===== config.mk =====
export PLATFORM = sky130hd
export DESIGN_NAME = pe_sequencer_flat
export DESIGN_NICKNAME = d
export VERILOG_FILES = /design/src/rtl/pe_sequencer_if.sv /design/src/rtl/pe_sequencer.sv /design/src/flat_wrapper.sv
export SDC_FILE = /design/constraint.sdc
export NUM_CORES = 1
export LEC_CHECK = 0
export CAP_MARGIN = 5
export CORE_ASPECT_RATIO = 0.6
export CORE_MARGIN = 2
export CORE_UTILIZATION = 35
export CTS_CLUSTER_DIAMETER = 60
export DETAILED_ROUTE_END_ITERATION = 7
export GPL_ROUTABILITY_DRIVEN = 0
export GPL_TIMING_DRIVEN = 0
export PLACE_DENSITY_LB_ADDON = 0.3
export SYNTH_ARGS = -nofsm -noshare
export SYNTH_HDL_FRONTEND = slang
export SYNTH_SLANG_ARGS = --single-unit
export TNS_END_PERCENT = 10

===== constraint.sdc =====
create_clock -name clk -period 2.6 [get_ports clk]
set_input_delay 0.78 -clock clk [delete_from_list [all_inputs] [get_ports clk]]
set_output_delay 0.78 -clock clk [all_outputs]
set_load 0.01 [all_outputs]

===== src/rtl/pe_sequencer_if.sv =====
// Bundles the command, operand, PE and result channels of the PE sequencer.
// slave = the sequencer itself; master = whoever drives commands and operands
// and models the PE.
`ifndef PE_SEQ_DEFS
`define PE_SEQ_DEFS
`define PE_MODE_BITWIDTH   2
`define PE_VALUE_BITWIDTH  5
`define PE_INPUT_BITWIDTH  32
`define PE_OUTPUT_BITWIDTH 32
`define PE_RND_OPCODE      (1'b1)
`define PE_CLR_VALUE       (5'd0)
`define PE_MAC_VALUE       (5'd1)
`define PE_OUT_VALUE       (5'd2)
`endif

interface pe_sequencer_if #(
  parameter int LEN_BITWIDTH = 16
);
  typedef struct packed {
    logic                          opcode;
    logic [`PE_VALUE_BITWIDTH-1:0] value;
    logic [`PE_MODE_BITWIDTH-1:0]  mode;
  } pe_inst_t;

  logic                           cmd_valid, cmd_ready;
  logic [`PE_MODE_BITWIDTH-1:0]   cmd_mode;
  logic [LEN_BITWIDTH-1:0]        cmd_len;
  logic [`PE_VALUE_BITWIDTH-1:0]  cmd_shift;
  logic                           op_valid, op_ready;
  logic [`PE_INPUT_BITWIDTH-1:0]  op_vector, op_matrix;
  pe_inst_t                       pe_inst;
  logic                           pe_inst_valid;
  logic [`PE_INPUT_BITWIDTH-1:0]  pe_vector, pe_matrix;
  logic [`PE_OUTPUT_BITWIDTH-1:0] pe_result;
  logic                           res_valid, res_ready;
  logic [`PE_OUTPUT_BITWIDTH-1:0] res_data;
  logic                           busy;

  modport slave (
    input  cmd_valid, cmd_mode, cmd_len, cmd_shift,
    input  op_valid, op_vector, op_matrix, pe_result, res_ready,
    output cmd_ready, op_ready, pe_inst, pe_inst_valid, pe_vector, pe_matrix,
    output res_valid, res_data, busy
  );

  modport master (
    output cmd_valid, cmd_mode, cmd_len, cmd_shift,
    output op_valid, op_vector, op_matrix, pe_result, res_ready,
    input  cmd_ready, op_ready, pe_inst, pe_inst_valid, pe_vector, pe_matrix,
    input  res_valid, res_data, busy
  );
endinterface


===== src/rtl/pe_sequencer.sv =====
// PE sequencer: turns one command into CLR, N MACs, RND, OUT instructions for
// a PE, feeds operands one cycle behind each MAC issue, waits out the PE
// pipeline and hands back the PE result.
`ifndef PE_SEQ_DEFS
`define PE_SEQ_DEFS
`define PE_MODE_BITWIDTH   2
`define PE_VALUE_BITWIDTH  5
`define PE_INPUT_BITWIDTH  32
`define PE_OUTPUT_BITWIDTH 32
`define PE_RND_OPCODE      (1'b1)
`define PE_CLR_VALUE       (5'd0)
`define PE_MAC_VALUE       (5'd1)
`define PE_OUT_VALUE       (5'd2)
`endif

module pe_sequencer #(
  parameter int LEN_BITWIDTH = 16
) (
  input logic           clk,
  input logic           rst_n,
  pe_sequencer_if.slave bus
);
  typedef enum logic [3:0] {
    IDLE, CLR, MAC, DRAIN0, DRAIN1, RND, OUT, WAIT0, WAIT1, RESP
  } state_t;

  state_t                        state;
  logic [`PE_MODE_BITWIDTH-1:0]  mode_q;
  logic [LEN_BITWIDTH-1:0]       len_q;
  logic [LEN_BITWIDTH-1:0]       cnt;
  logic [`PE_VALUE_BITWIDTH-1:0] shift_q;
  logic                          op_fire;
  logic                          last_mac;

  assign op_fire  = (state == MAC) && bus.op_valid;
  // len_q is nonzero whenever MAC is reachable, so len_q-1 never underflows
  // and the full-width compare lets N = 2^LEN_BITWIDTH-1 finish without wrap.
  assign last_mac = (cnt == len_q - LEN_BITWIDTH'(1));

  // Command sequencing FSM; also latches the command and captures the result.
  always_ff @(posedge clk or negedge rst_n) begin
    if (!rst_n) begin
      state        <= IDLE;
      mode_q       <= '0;
      len_q        <= '0;
      shift_q      <= '0;
      cnt          <= '0;
      bus.res_data <= '0;
    end else begin
      case (state)
        IDLE: if (bus.cmd_valid) begin
          mode_q  <= bus.cmd_mode;
          len_q   <= bus.cmd_len;
          shift_q <= bus.cmd_shift;
          cnt     <= '0;
          state   <= CLR;
        end
        CLR:    state <= (len_q != '0) ? MAC : DRAIN0;
        MAC: if (bus.op_valid) begin
          cnt <= cnt + LEN_BITWIDTH'(1);
          if (last_mac) state <= DRAIN0;
        end
        DRAIN0: state <= DRAIN1;
        DRAIN1: state <= RND;
        RND:    state <= OUT;
        OUT:    state <= WAIT0;
        WAIT0:  state <= WAIT1;
        WAIT1: begin
          bus.res_data <= bus.pe_result;
          state        <= RESP;
        end
        RESP:   if (bus.res_ready) state <= IDLE;
        default: state <= IDLE;
      endcase
    end
  end

  // Operand registers: loaded on the MAC handshake, so the PE sees them the
  // cycle after the matching MAC instruction.
  always_ff @(posedge clk or negedge rst_n) begin
    if (!rst_n) begin
      bus.pe_vector <= '0;
      bus.pe_matrix <= '0;
    end else if (op_fire) begin
      bus.pe_vector <= bus.op_vector;
      bus.pe_matrix <= bus.op_matrix;
    end
  end

  // Handshake flags and PE instruction decoded from the state register.
  always_comb begin
    bus.cmd_ready     = (state == IDLE);
    bus.op_ready      = (state == MAC);
    bus.busy          = (state != IDLE);
    bus.res_valid     = (state == RESP);
    bus.pe_inst_valid = 1'b0;
    bus.pe_inst       = '0;
    case (state)
      CLR: begin
        bus.pe_inst_valid  = 1'b1;
        bus.pe_inst.opcode = ~`PE_RND_OPCODE;
        bus.pe_inst.value  = `PE_CLR_VALUE;
        bus.pe_inst.mode   = mode_q;
      end
      MAC: begin
        bus.pe_inst_valid  = bus.op_valid;
        bus.pe_inst.opcode = ~`PE_RND_OPCODE;
        bus.pe_inst.value  = `PE_MAC_VALUE;
        bus.pe_inst.mode   = mode_q;
      end
      RND: begin
        bus.pe_inst_valid  = 1'b1;
        bus.pe_inst.opcode = `PE_RND_OPCODE;
        bus.pe_inst.value  = shift_q;
        bus.pe_inst.mode   = mode_q;
      end
      OUT: begin
        bus.pe_inst_valid  = 1'b1;
        bus.pe_inst.opcode = ~`PE_RND_OPCODE;
        bus.pe_inst.value  = `PE_OUT_VALUE;
        bus.pe_inst.mode   = mode_q;
      end
      default: ;
    endcase
  end
endmodule


===== src/flat_wrapper.sv =====
// flat-port wrapper written by rule: the top's interface ports become plain ports
module pe_sequencer_flat 
#(
  parameter int LEN_BITWIDTH = 16
)
  (clk, rst_n, bus_cmd_valid, bus_cmd_mode, bus_cmd_len, bus_cmd_shift, bus_op_valid, bus_op_vector, bus_op_matrix, bus_pe_result, bus_res_ready, bus_cmd_ready, bus_op_ready, bus_pe_inst, bus_pe_inst_valid, bus_pe_vector, bus_pe_matrix, bus_res_valid, bus_res_data, bus_busy);
  pe_sequencer_if #(.LEN_BITWIDTH(LEN_BITWIDTH)) bus_i ();
  input logic clk;
  input logic rst_n;
  input wire logic [$bits(bus_i.cmd_valid)-1:0] bus_cmd_valid;
  input wire logic [$bits(bus_i.cmd_mode)-1:0] bus_cmd_mode;
  input wire logic [$bits(bus_i.cmd_len)-1:0] bus_cmd_len;
  input wire logic [$bits(bus_i.cmd_shift)-1:0] bus_cmd_shift;
  input wire logic [$bits(bus_i.op_valid)-1:0] bus_op_valid;
  input wire logic [$bits(bus_i.op_vector)-1:0] bus_op_vector;
  input wire logic [$bits(bus_i.op_matrix)-1:0] bus_op_matrix;
  input wire logic [$bits(bus_i.pe_result)-1:0] bus_pe_result;
  input wire logic [$bits(bus_i.res_ready)-1:0] bus_res_ready;
  output wire logic [$bits(bus_i.cmd_ready)-1:0] bus_cmd_ready;
  output wire logic [$bits(bus_i.op_ready)-1:0] bus_op_ready;
  output wire logic [$bits(bus_i.pe_inst)-1:0] bus_pe_inst;
  output wire logic [$bits(bus_i.pe_inst_valid)-1:0] bus_pe_inst_valid;
  output wire logic [$bits(bus_i.pe_vector)-1:0] bus_pe_vector;
  output wire logic [$bits(bus_i.pe_matrix)-1:0] bus_pe_matrix;
  output wire logic [$bits(bus_i.res_valid)-1:0] bus_res_valid;
  output wire logic [$bits(bus_i.res_data)-1:0] bus_res_data;
  output wire logic [$bits(bus_i.busy)-1:0] bus_busy;
  assign bus_i.cmd_valid = bus_cmd_valid;
  assign bus_i.cmd_mode = bus_cmd_mode;
  assign bus_i.cmd_len = bus_cmd_len;
  assign bus_i.cmd_shift = bus_cmd_shift;
  assign bus_i.op_valid = bus_op_valid;
  assign bus_i.op_vector = bus_op_vector;
  assign bus_i.op_matrix = bus_op_matrix;
  assign bus_i.pe_result = bus_pe_result;
  assign bus_i.res_ready = bus_res_ready;
  assign bus_cmd_ready = bus_i.cmd_ready;
  assign bus_op_ready = bus_i.op_ready;
  assign bus_pe_inst = bus_i.pe_inst;
  assign bus_pe_inst_valid = bus_i.pe_inst_valid;
  assign bus_pe_vector = bus_i.pe_vector;
  assign bus_pe_matrix = bus_i.pe_matrix;
  assign bus_res_valid = bus_i.res_valid;
  assign bus_res_data = bus_i.res_data;
  assign bus_busy = bus_i.busy;
  pe_sequencer #(.LEN_BITWIDTH(LEN_BITWIDTH)) u_core (.clk(clk), .rst_n(rst_n), .bus(bus_i));
endmodule

==> Yosys cells after proc, flatten, opt, wreduce, memory -nomap -nowiden <==
Index checks and enable logic that the tools add are counted.
{ "totals": {"regBits": 139} }
{ "classes": {"n_addsub": 2, "n_eq_ne": 14, "reduce_logical": 9, "muxes": 11} }
{ "ops": {"columns": ["cell", "count"], "rows": [
  ["4-bit case mux with 10 select lines", 1],
  ["16-bit two-way mux", 2],
  ["16-bit case mux with 2 select lines", 1],
  ["8-bit case mux with 4 select lines", 1],
  ["16-bit by 1-bit adder with 16-bit output (second input constant)", 1],
  ["16-bit equality test", 1],
  ["4-bit by 3-bit equality test with 1-bit output (second input constant)", 4],
  ["4-bit two-way mux", 4],
  ["16-bit nonzero test", 1],
  ["16-bit by 1-bit subtractor with 16-bit output (second input constant)", 1],
  ["4-bit by 2-bit equality test with 1-bit output (second input constant)", 2],
  ["4-bit equality test (second input constant)", 2],
  ["2-bit inequality test (second input constant)", 3],
  ["4-bit by 1-bit equality test with 1-bit output (second input constant)", 1],
  ["4-bit logical NOT", 1],
  ["4-bit AND reduction", 1],
  ["4-bit nonzero test", 1],
  ["3-bit AND reduction", 1],
  ["3-bit OR reduction", 1],
  ["2-bit by 1-bit inequality test with 1-bit output (second input constant)", 1],
  ["1-bit case mux with 2 select lines", 1],
  ["2-bit AND reduction", 1],
  ["2-bit nonzero test", 1],
  ["1-bit logical AND", 1],
  ["1-bit two-way mux", 1]
]} }

==> Logic depth before layout (Yosys ltp) <==
Gate-level depths: netlist of run 1.
{ "logic_depth": {"ltp_word": 5, "mapped_depth": 9, "mapped_depth_nobuf": 8} }

==> Worst setup path before layout of run 1 <==
No wires, ideal clock.
{ "synth_timing": {"kind": "reg-to-output", "from": "reg u_core.state[0]", "to": "out bus_pe_inst[4]", "arrival_time_ps": 1303, "n_path_buf": 1, "setup_slack_ps": 517, "path_stages_with_launch": 5, "cell_sequence": "dfrtp_1 > clkbuf_1 > nand2b_1 > nor2_1 > and2_1"} }
{ "synth_via": {"elab_chain_len": 2} }
{ "synth_lines": {"columns": ["element", "line", "text"], "rows": [
  ["start: declaration", "pe_sequencer.sv:27", "state_t state;"],
  ["start signal: assignment", "pe_sequencer.sv:58", "CLR: state <= (len_q != '0) ? MAC : DRAIN0;"],
  ["4-bit by 3-bit equality test with 1-bit output (tied with other cells)", "pe_sequencer.sv:98", "case (state)"],
  ["8-bit case mux with 4 select lines (*)", "pe_sequencer.sv:98", null],
  ["end: declaration", "flat_wrapper.sv:21", "output wire logic [$bits(bus_i.pe_inst)-1:0] bus_pe_inst;"]
]} }
Mark *: on every way between the ends. The rest lies on a longest branch, timed or not.

==> Worst setup path after layout of run 1 <==
{ "layout_timing": {"from": "reg u_core.state[1]", "to": "out bus_cmd_ready"} }
{ "layout_via": {"elab_chain_len": 1} }
{ "layout_lines": {"columns": ["element", "line", "text"], "rows": [
  ["4-bit logical NOT", "pe_sequencer.sv:92", "bus.cmd_ready = (state == IDLE);"],
  ["end: declaration", "flat_wrapper.sv:19", "output wire logic [$bits(bus_i.cmd_ready)-1:0] bus_cmd_ready;"]
]} }
No other way between the ends.

==> results.json, run 1 <==
{
  "remaining_drc_errors": 0,
  "max_clock_freq_mhz": 386,
  "num_antenna_cells": 0,
  "initial_core_util_pct": 35.7,
  "timing.final.hold_violations": 0,
  "hp-class": "in -> async",
  "seq_area_sq_mm": 0.00348,
  "fin_crit_ps": 2590,
  "fin_area_sq_mm": 0.00939,
  "path_clk_slew_ps": 60,
  "synth.most_common_cell": "nand2_1",
  "power_density_mw_per_mm2": 1130,
  "globalRouteTotalUtil_pct": 18.3,
  "synth_area_leaders": "dfrtp_1 (57%), nand2_1 (13%), mux2_2 (7.4%)",
  "path_class": "reg -> out",
  "dp_hpwl_mm": 12.2,
  "grt_pass1_wl_mm": 26.4,
  "ys_seq_area_share_pct": 57.0,
  "final_util_pct": 55.0,
  "via_per_inst": 4.62,
  "row_count": 37,
  "finalCritPeriodShare_pct": 99.8,
  "relSlewSlack_pct": 55.9,
  "cts_tree": "done",
  "leakagePower_nw": 4.25,
  "syn_inst": 590,
  "yosysTopAreaCell": "dfrtp_1",
  "htreeDepth": 4,
  "grt_start_max_net_pins": 77,
  "clock_sinks": 139,
  "synth_seq_cells": 139,
  "r2r_cells": 6,
  "cts.path.max_buffers": 2,
  "vias": 5041,
  "numCtsBuffers": 17,
  "reg2reg_setup_slack_ps": 170,
  "die_area_sq_mm": 0.0185,
  "synthFlopType": "dfrtp_1",
  "skew_ps": 14.1,
  "setup_viol": 0,
  "synthArstFlopShare_pct": 100,
  "multi_input_area_sq_mm": 0.00249,
  "firstDrtPassIters": 5,
  "worst_setup_path_end_kind": "output port",
  "first_global_vias": 4995,
  "synthesis.nets": 716,
  "area_growth_pct": 54.1,
  "irDropWorstVdd_mv": 0.531,
  "synthTopCellsByCount": "nand2_1 (207), dfrtp_1 (139), mux2_2 (40)",
  "startpoint_type": "flop",
  "nets": 971,
  "slew_viol_final": 0,
  "clock-root-buffer": "clkbuf_16",
  "r2r_start": "u_core.len_q[3]$_DFFE_PN0P_",
  "wl_mm": 16.8,
  "placeableCoreArea_sq_mm": 0.0171,
  "rsz0062_at_grt": "true",
  "required_ps": 1820,
  "synth_area_sq_mm": 0.00610,
  "yosys.area.top_type_share_pct": 57.0,
  "ioPinCount": 233,
  "tightest_slew_ps": 656,
  "io_buffers": 232,
  "synthDistinctLibCells": 50,
  "die_y_um": 106,
  "crit_path_end": "bus_cmd_ready",
  "critPathArrivalTime_ps": 1810,
  "maxCapViolations": 0,
  "dpl_cell_area_sq_mm": 0.00874,
  "synth.avg_cell_area_sq_um": 10.3,
  "antenna_found_initial": 0,
  "status": "finished clean",
  "insertion_delay_ps": 410,
  "wl_per_cell_um": 15.4,
  "nFillCells": 1487,
  "drive_gt1_share_pct": 13.3,
  "worstReg2RegEnd": "u_core.state[0]$_DFFE_PN0P_",
  "ant_nets": 0,
  "ys_warn_count": 0,
  "grt_overflow_total": 0,
  "crit_start": "u_core.state[1]$_DFFE_PN0P_",
  "first_iter_violations": 243,
  "crit_fanout": 10,
  "synth_edf_count": 0,
  "die_w_um": 174
}
-- through the flow --
step	cells	hold WS, ps	total power [mW]	setup WS [ps]	TNS [ps]
floorplan	590	472	5.79	517	0
global placement	1056	456	8.08	-5080	-712360
detailed placement	1057	461	8.17	-385	-8110
CTS	1088	364	10.7	-157	-324
global route	1091	386	11.3	-51.8	-55.2
finish	1091	345	10.7	6.18	0
-- sequential cells by signal (all words and copies together), names as in the netlist --
| register | flops |
|---|---|
| u_core.mode_q | 2 |
| u_core.shift_q | 5 |
| u_core.bus.pe_matrix | 32 |
| u_core.bus.res_data | 32 |
| u_core.bus.pe_vector | 32 |
| u_core.cnt | 16 |
| u_core.state | 4 |
| u_core.len_q | 16 |
-- worst max-delay path, cell delays in order (launching register included) --
cell             delay (ps)
dfrtp_1                 360
buf_4                   170
or4_4                   560
inv_2                   100
clkdlybuf4s15_2         230
-- what timing repair did --
item / 4_1_cts / 5_1_grt
setup buffers: 1 / 3
pin swaps: 1 / 0
resized for setup: 27 / 10
hold buffers: 0 / 0
setup endpoints to repair: 13 / 9
-- how the worst min path moves through the flow --
stage               slack (ps)  cells past startpoint                                  from                                    to
finish                     340                      1                                 rst_n  u_core.bus.pe_matrix[30]$_DFFE_PN0P_
global route               390                      1                                 rst_n  u_core.bus.pe_matrix[30]$_DFFE_PN0P_
CTS                        360                      1                                 rst_n  u_core.bus.pe_matrix[30]$_DFFE_PN0P_
detailed placement         460                      2  u_core.bus.pe_vector[24]$_DFFE_PN0P_  u_core.bus.pe_vector[24]$_DFFE_PN0P_
global placement           460                      2  u_core.bus.pe_matrix[26]$_DFFE_PN0P_  u_core.bus.pe_matrix[26]$_DFFE_PN0P_
floorplan                  470                      1         u_core.shift_q[3]$_DFFE_PN0P_         u_core.shift_q[3]$_DFFE_PN0P_
-- area by class of cell --
type / count / share of cell area [%]
plain buffers: 29 / 1.51
clock buffers: 21 / 5.01
clock inverters: 10 / 1.51
inverters: 4 / 0.160
multi-input cells: 417 / 26.5
flip-flops and latches: 139 / 37.0
well taps: 234 / 3.12
repair buffers: 237 / 25.1
-- power breakdown --
part / internal (mW) / leakage [nW] / total (mW) / switching [mW]
sequential: 3.09 / 1.74 / 3.71 / 0.617
combinational: 2.43 / 2.22 / 4.43 / 2.00
clock: 1.58 / 0.295 / 2.51 / 0.931
-- cells in the final DEF (no fill, tap or decap), drive strengths merged, types with 2 or more instances in the layout --
cell and n:
clkdlybuf4s50 217, nand2 208, dfrtp 139, mux2 53, clkbuf 38, buf 22
nor2 20, xnor2 18, xor2 17, o21ai 11, nor3 10, nand4 8
nand3 8, nand2b 8, nor4 8, and2 7, dlygate4sd2 7, a21oi 7
clkinv 5, inv 4, nand3b 3, or3 3, bufinv 3, nor4b 3
or4 3, a31oi 2, ha 2, clkinvlp 2, dlymetal6s2s 2
-- routing by layer --
layer  GRT usage [%]  share of wire (%)  vias up
li1                -                  -     2459
met1            24.9                 48     2377
met2            26.8                 41      193
met3            7.37                9.9       12
met4            5.58               0.98        0
met5               0                  0        -
-- logic make-up after synthesis --
kind of cell    Yosys count  share of synthesized area, %
simple gates            295                          21.9
flops                   139                          57.0
mux                      54                          9.95
xor+xnor                 35                          5.03
buf+inv                  34                          2.40
compound gates           31                          3.24
fa+ha+maj                 2                         0.410
Note: power is estimated with default switching activity, not from simulation.
==> inputs of run 2 (changes only) <==
--- a/config.mk
+++ b/config.mk
@@ -5,6 +5,7 @@
 export SDC_FILE = /design/constraint.sdc
 export NUM_CORES = 1
 export LEC_CHECK = 0
+export ABC_AREA = 1
 export CAP_MARGIN = 5
 export CORE_ASPECT_RATIO = 0.6
 export CORE_MARGIN = 2
==> results.json, run 2 <==
{
  "worstPathCellList": "buf_4 -> nor3_4 -> buf_6 -> nand2_4 -> buf_12 -> nand3_2 -> buf_6",
  "power_density_mw_per_mm2": 1170,
  "dp_hpwl_mm": 12.8,
  "wl_per_cell_um": 15.0,
  "num_antenna_cells": 0,
  "relSlewSlack_pct": 54.3,
  "via_per_inst": 4.56,
  "final_cell_mix": "clkdlybuf4s50_1 (218), nand2_1 (196), dfrtp_1 (138)",
  "ioPinCount": 233,
  "dp_cells": 1106,
  "grt_overflow_total": 0,
  "fin_cells": 1145,
  "firstDrtPassIters": 5,
  "skew_ps": 15.4,
  "area_growth_pct": 54.1,
  "clock-root-buffer": "clkbuf_16",
  "leakagePower_nw": 4.35,
  "row_count": 37,
  "synth_edf_count": 0,
  "ant_nets": 0,
  "synth_area_leaders": "dfrtp_1 (56%), nand2_1 (12%), mux2_2 (12%)",
  "required_ps": 1820,
  "crit_fanout": 10,
  "initial_core_util_pct": 35.9,
  "syn_inst": 639,
  "vias": 5226,
  "hp-class": "in -> async",
  "wl_mm": 17.2,
  "io_buffers": 232,
  "path_class": "reg -> out",
  "holdWs_ps": 341,
  "worst_setup_path_end_kind": "output port",
  "insertion_delay_ps": 400,
  "nFillCells": 1572,
  "setup_viol": 0,
  "timing.final.hold_violations": 0,
  "crit_top_cell": "buf_6",
  "dpl_cell_area_sq_mm": 0.00883,
  "synth.avg_cell_area_sq_um": 9.68,
  "synthesis.nets": 765,
  "tightest_slew_ps": 686,
  "finalCritPeriodShare_pct": 98.4,
  "nets": 1024,
  "first_global_vias": 5044,
  "slowest_stage": "dfrtp_2",
  "synthTopCellsByCount": "nand2_1 (196), dfrtp_1 (139), mux2_2 (64)",
  "grt_util_met1_pct": 27.0,
  "grt_start_max_net_pins": 79,
  "irDropWorstVdd_mv": 0.471,
  "maxCapViolations": 0,
  "synthArstFlopShare_pct": 100,
  "report.power.total_mw": 11.2,
  "ys_seq_area_share_pct": 56.2,
  "path_clk_slew_ps": 70,
  "numCtsBuffers": 17,
  "cts_tree": "done",
  "die_y_um": 107,
  "clock_sinks": 139,
  "remaining_drc_errors": 0,
  "met3_usage_pct": 6.24,
  "placeableCoreArea_sq_mm": 0.0172,
  "synth.most_common_cell": "nand2_1",
  "antenna_found_initial": 0,
  "fin_area_sq_mm": 0.00953,
  "drive_gt1_share_pct": 15.9,
  "synthFlopType": "dfrtp_1",
  "reg.largest.list": "u_core.bus.pe_matrix: 32 flops, u_core.bus.pe_vector: 32 flops, u_core.bus.res_data: 32 flops",
  "rsz0062_at_grt": "true",
  "synthDistinctLibCells": 36,
  "ys_warn_count": 0,
  "grt_pass1_wl_mm": 26.8,
  "htreeDepth": 4,
  "die_w_um": 176,
  "final_common_cell": "clkdlybuf4s50_1",
  "critPathMaxStageDelay_ps": 430,
  "globalRouteTotalUtil_pct": 18.3,
  "slew_viol_final": 0,
  "startpoint_type": "flop",
  "synth_area_sq_mm": 0.00618,
  "critPathArrivalTime_ps": 1780,
  "synth_seq_cells": 139,
  "yosys.area.top_type_share_pct": 56.2,
  "grt_busiest_layer": "met1",
  "die_area_sq_mm": 0.0188,
  "fin_crit_ps": 2560,
  "yosysTopAreaCell": "dfrtp_1",
  "max_clock_freq_mhz": 391,
  "status": "finished clean",
  "use_met2_pct": 26.1,
  "first_iter_violations": 323,
  "cts.path.max_buffers": 2
}
## run 2: cell types whose count changed after synthesis, sizes merged, moves of 11 or more
cell | before | now
inv | 4 | 57
nand3 | 8 | 34
nor2 | 20 | 42
o21ai | 11 | 27
xor2 | 17 | 3
mux2 | 53 | 64
## run 2: routing by layer
layer / share of wire [%] / wire, um
met5: 0 / 0
met1: 50 / 8570
met2: 42 / 7130
met3: 7.9 / 1360
met4: 0.68 / 117
## run 2: final timing paths
| kind | start | endpoint | slack, ps | cells after the start |
|---|---|---|---|---|
| setup / recovery | u_core.state[0]$_DFFE_PN0P_ | bus_pe_inst_valid | 40 | 7 |
| hold / removal | rst_n | u_core.len_q[14]$_DFFE_PN0P_ | 340 | 1 |
| setup reg to reg | u_core.len_q[0]$_DFFE_PN0P_ | u_core.state[0]$_DFFE_PN0P_ | 340 | 14 |
| hold reg to reg | u_core.bus.res_data[10]$_DFFE_PN0P_ | u_core.bus.res_data[10]$_DFFE_PN0P_ | 470 | 2 |
| max in group asynchronous | rst_n | u_core.bus.pe_matrix[6]$_DFFE_PN0P_ | 1460 | 2 |
| min in group clk | u_core.bus.res_data[10]$_DFFE_PN0P_ | u_core.bus.res_data[10]$_DFFE_PN0P_ | 470 | 2 |
## run 2: cell type report
| class | instances | area, sq um | share of cell area (%) |
|---|---|---|---|
| tap | 234 | 293 | 3.07 |
| timing repair buffer | 241 | 2400 | 25.2 |
| buffer | 17 | 86.3 | 0.906 |
| sequential | 139 | 3480 | 36.5 |
| multi-input combinational | 424 | 2440 | 25.6 |
| clock buffer | 17 | 425 | 4.46 |
| clock inverter | 15 | 186 | 1.96 |
| inverter | 58 | 218 | 2.28 |
## run 2: what timing repair did
item	4_1_cts	5_1_grt
hold buffers	0	0
setup endpoints to repair	12	11
gates resized for setup	25	14
pin swaps	2	4
setup buffers	4	4
## run 2: logic make-up (layout without fill, tap and decap cells)
family | count (synthesis) | count (layout) | share of synthesized area (%)
simple gates | 299 | 299 | 21.0
flops | 139 | 139 | 56.2
buf+inv | 76 | 348 | 4.75
mux | 64 | 64 | 11.7
compound gates | 44 | 44 | 3.82
xor+xnor | 15 | 15 | 2.12
fa+ha+maj | 2 | 2 | 0.405
## run 2: report_power, final
part | switching, mW | internal [mW]
Combinational | 2.29 | 2.67
Clock | 0.996 | 1.53
Sequential | 0.564 | 3.15
## run 2: worst max-delay path, delay by kind of cell, from the launching register on
family	cells	cell delay [ps]
buffers and inverters	4	570
flip-flops	1	430
AND/OR/NAND/NOR	3	390
## run 2: stage by stage
stage	utilization (%)	setup TNS, ps	setup WS, ps
detailed placement	51.3	-1820	-955
global route	55.4	-263	-79.5
CTS	55.1	-430	-170
floorplan	-	0	382
finish	55.4	0	41.0
global placement	51.1	-698210	-5020
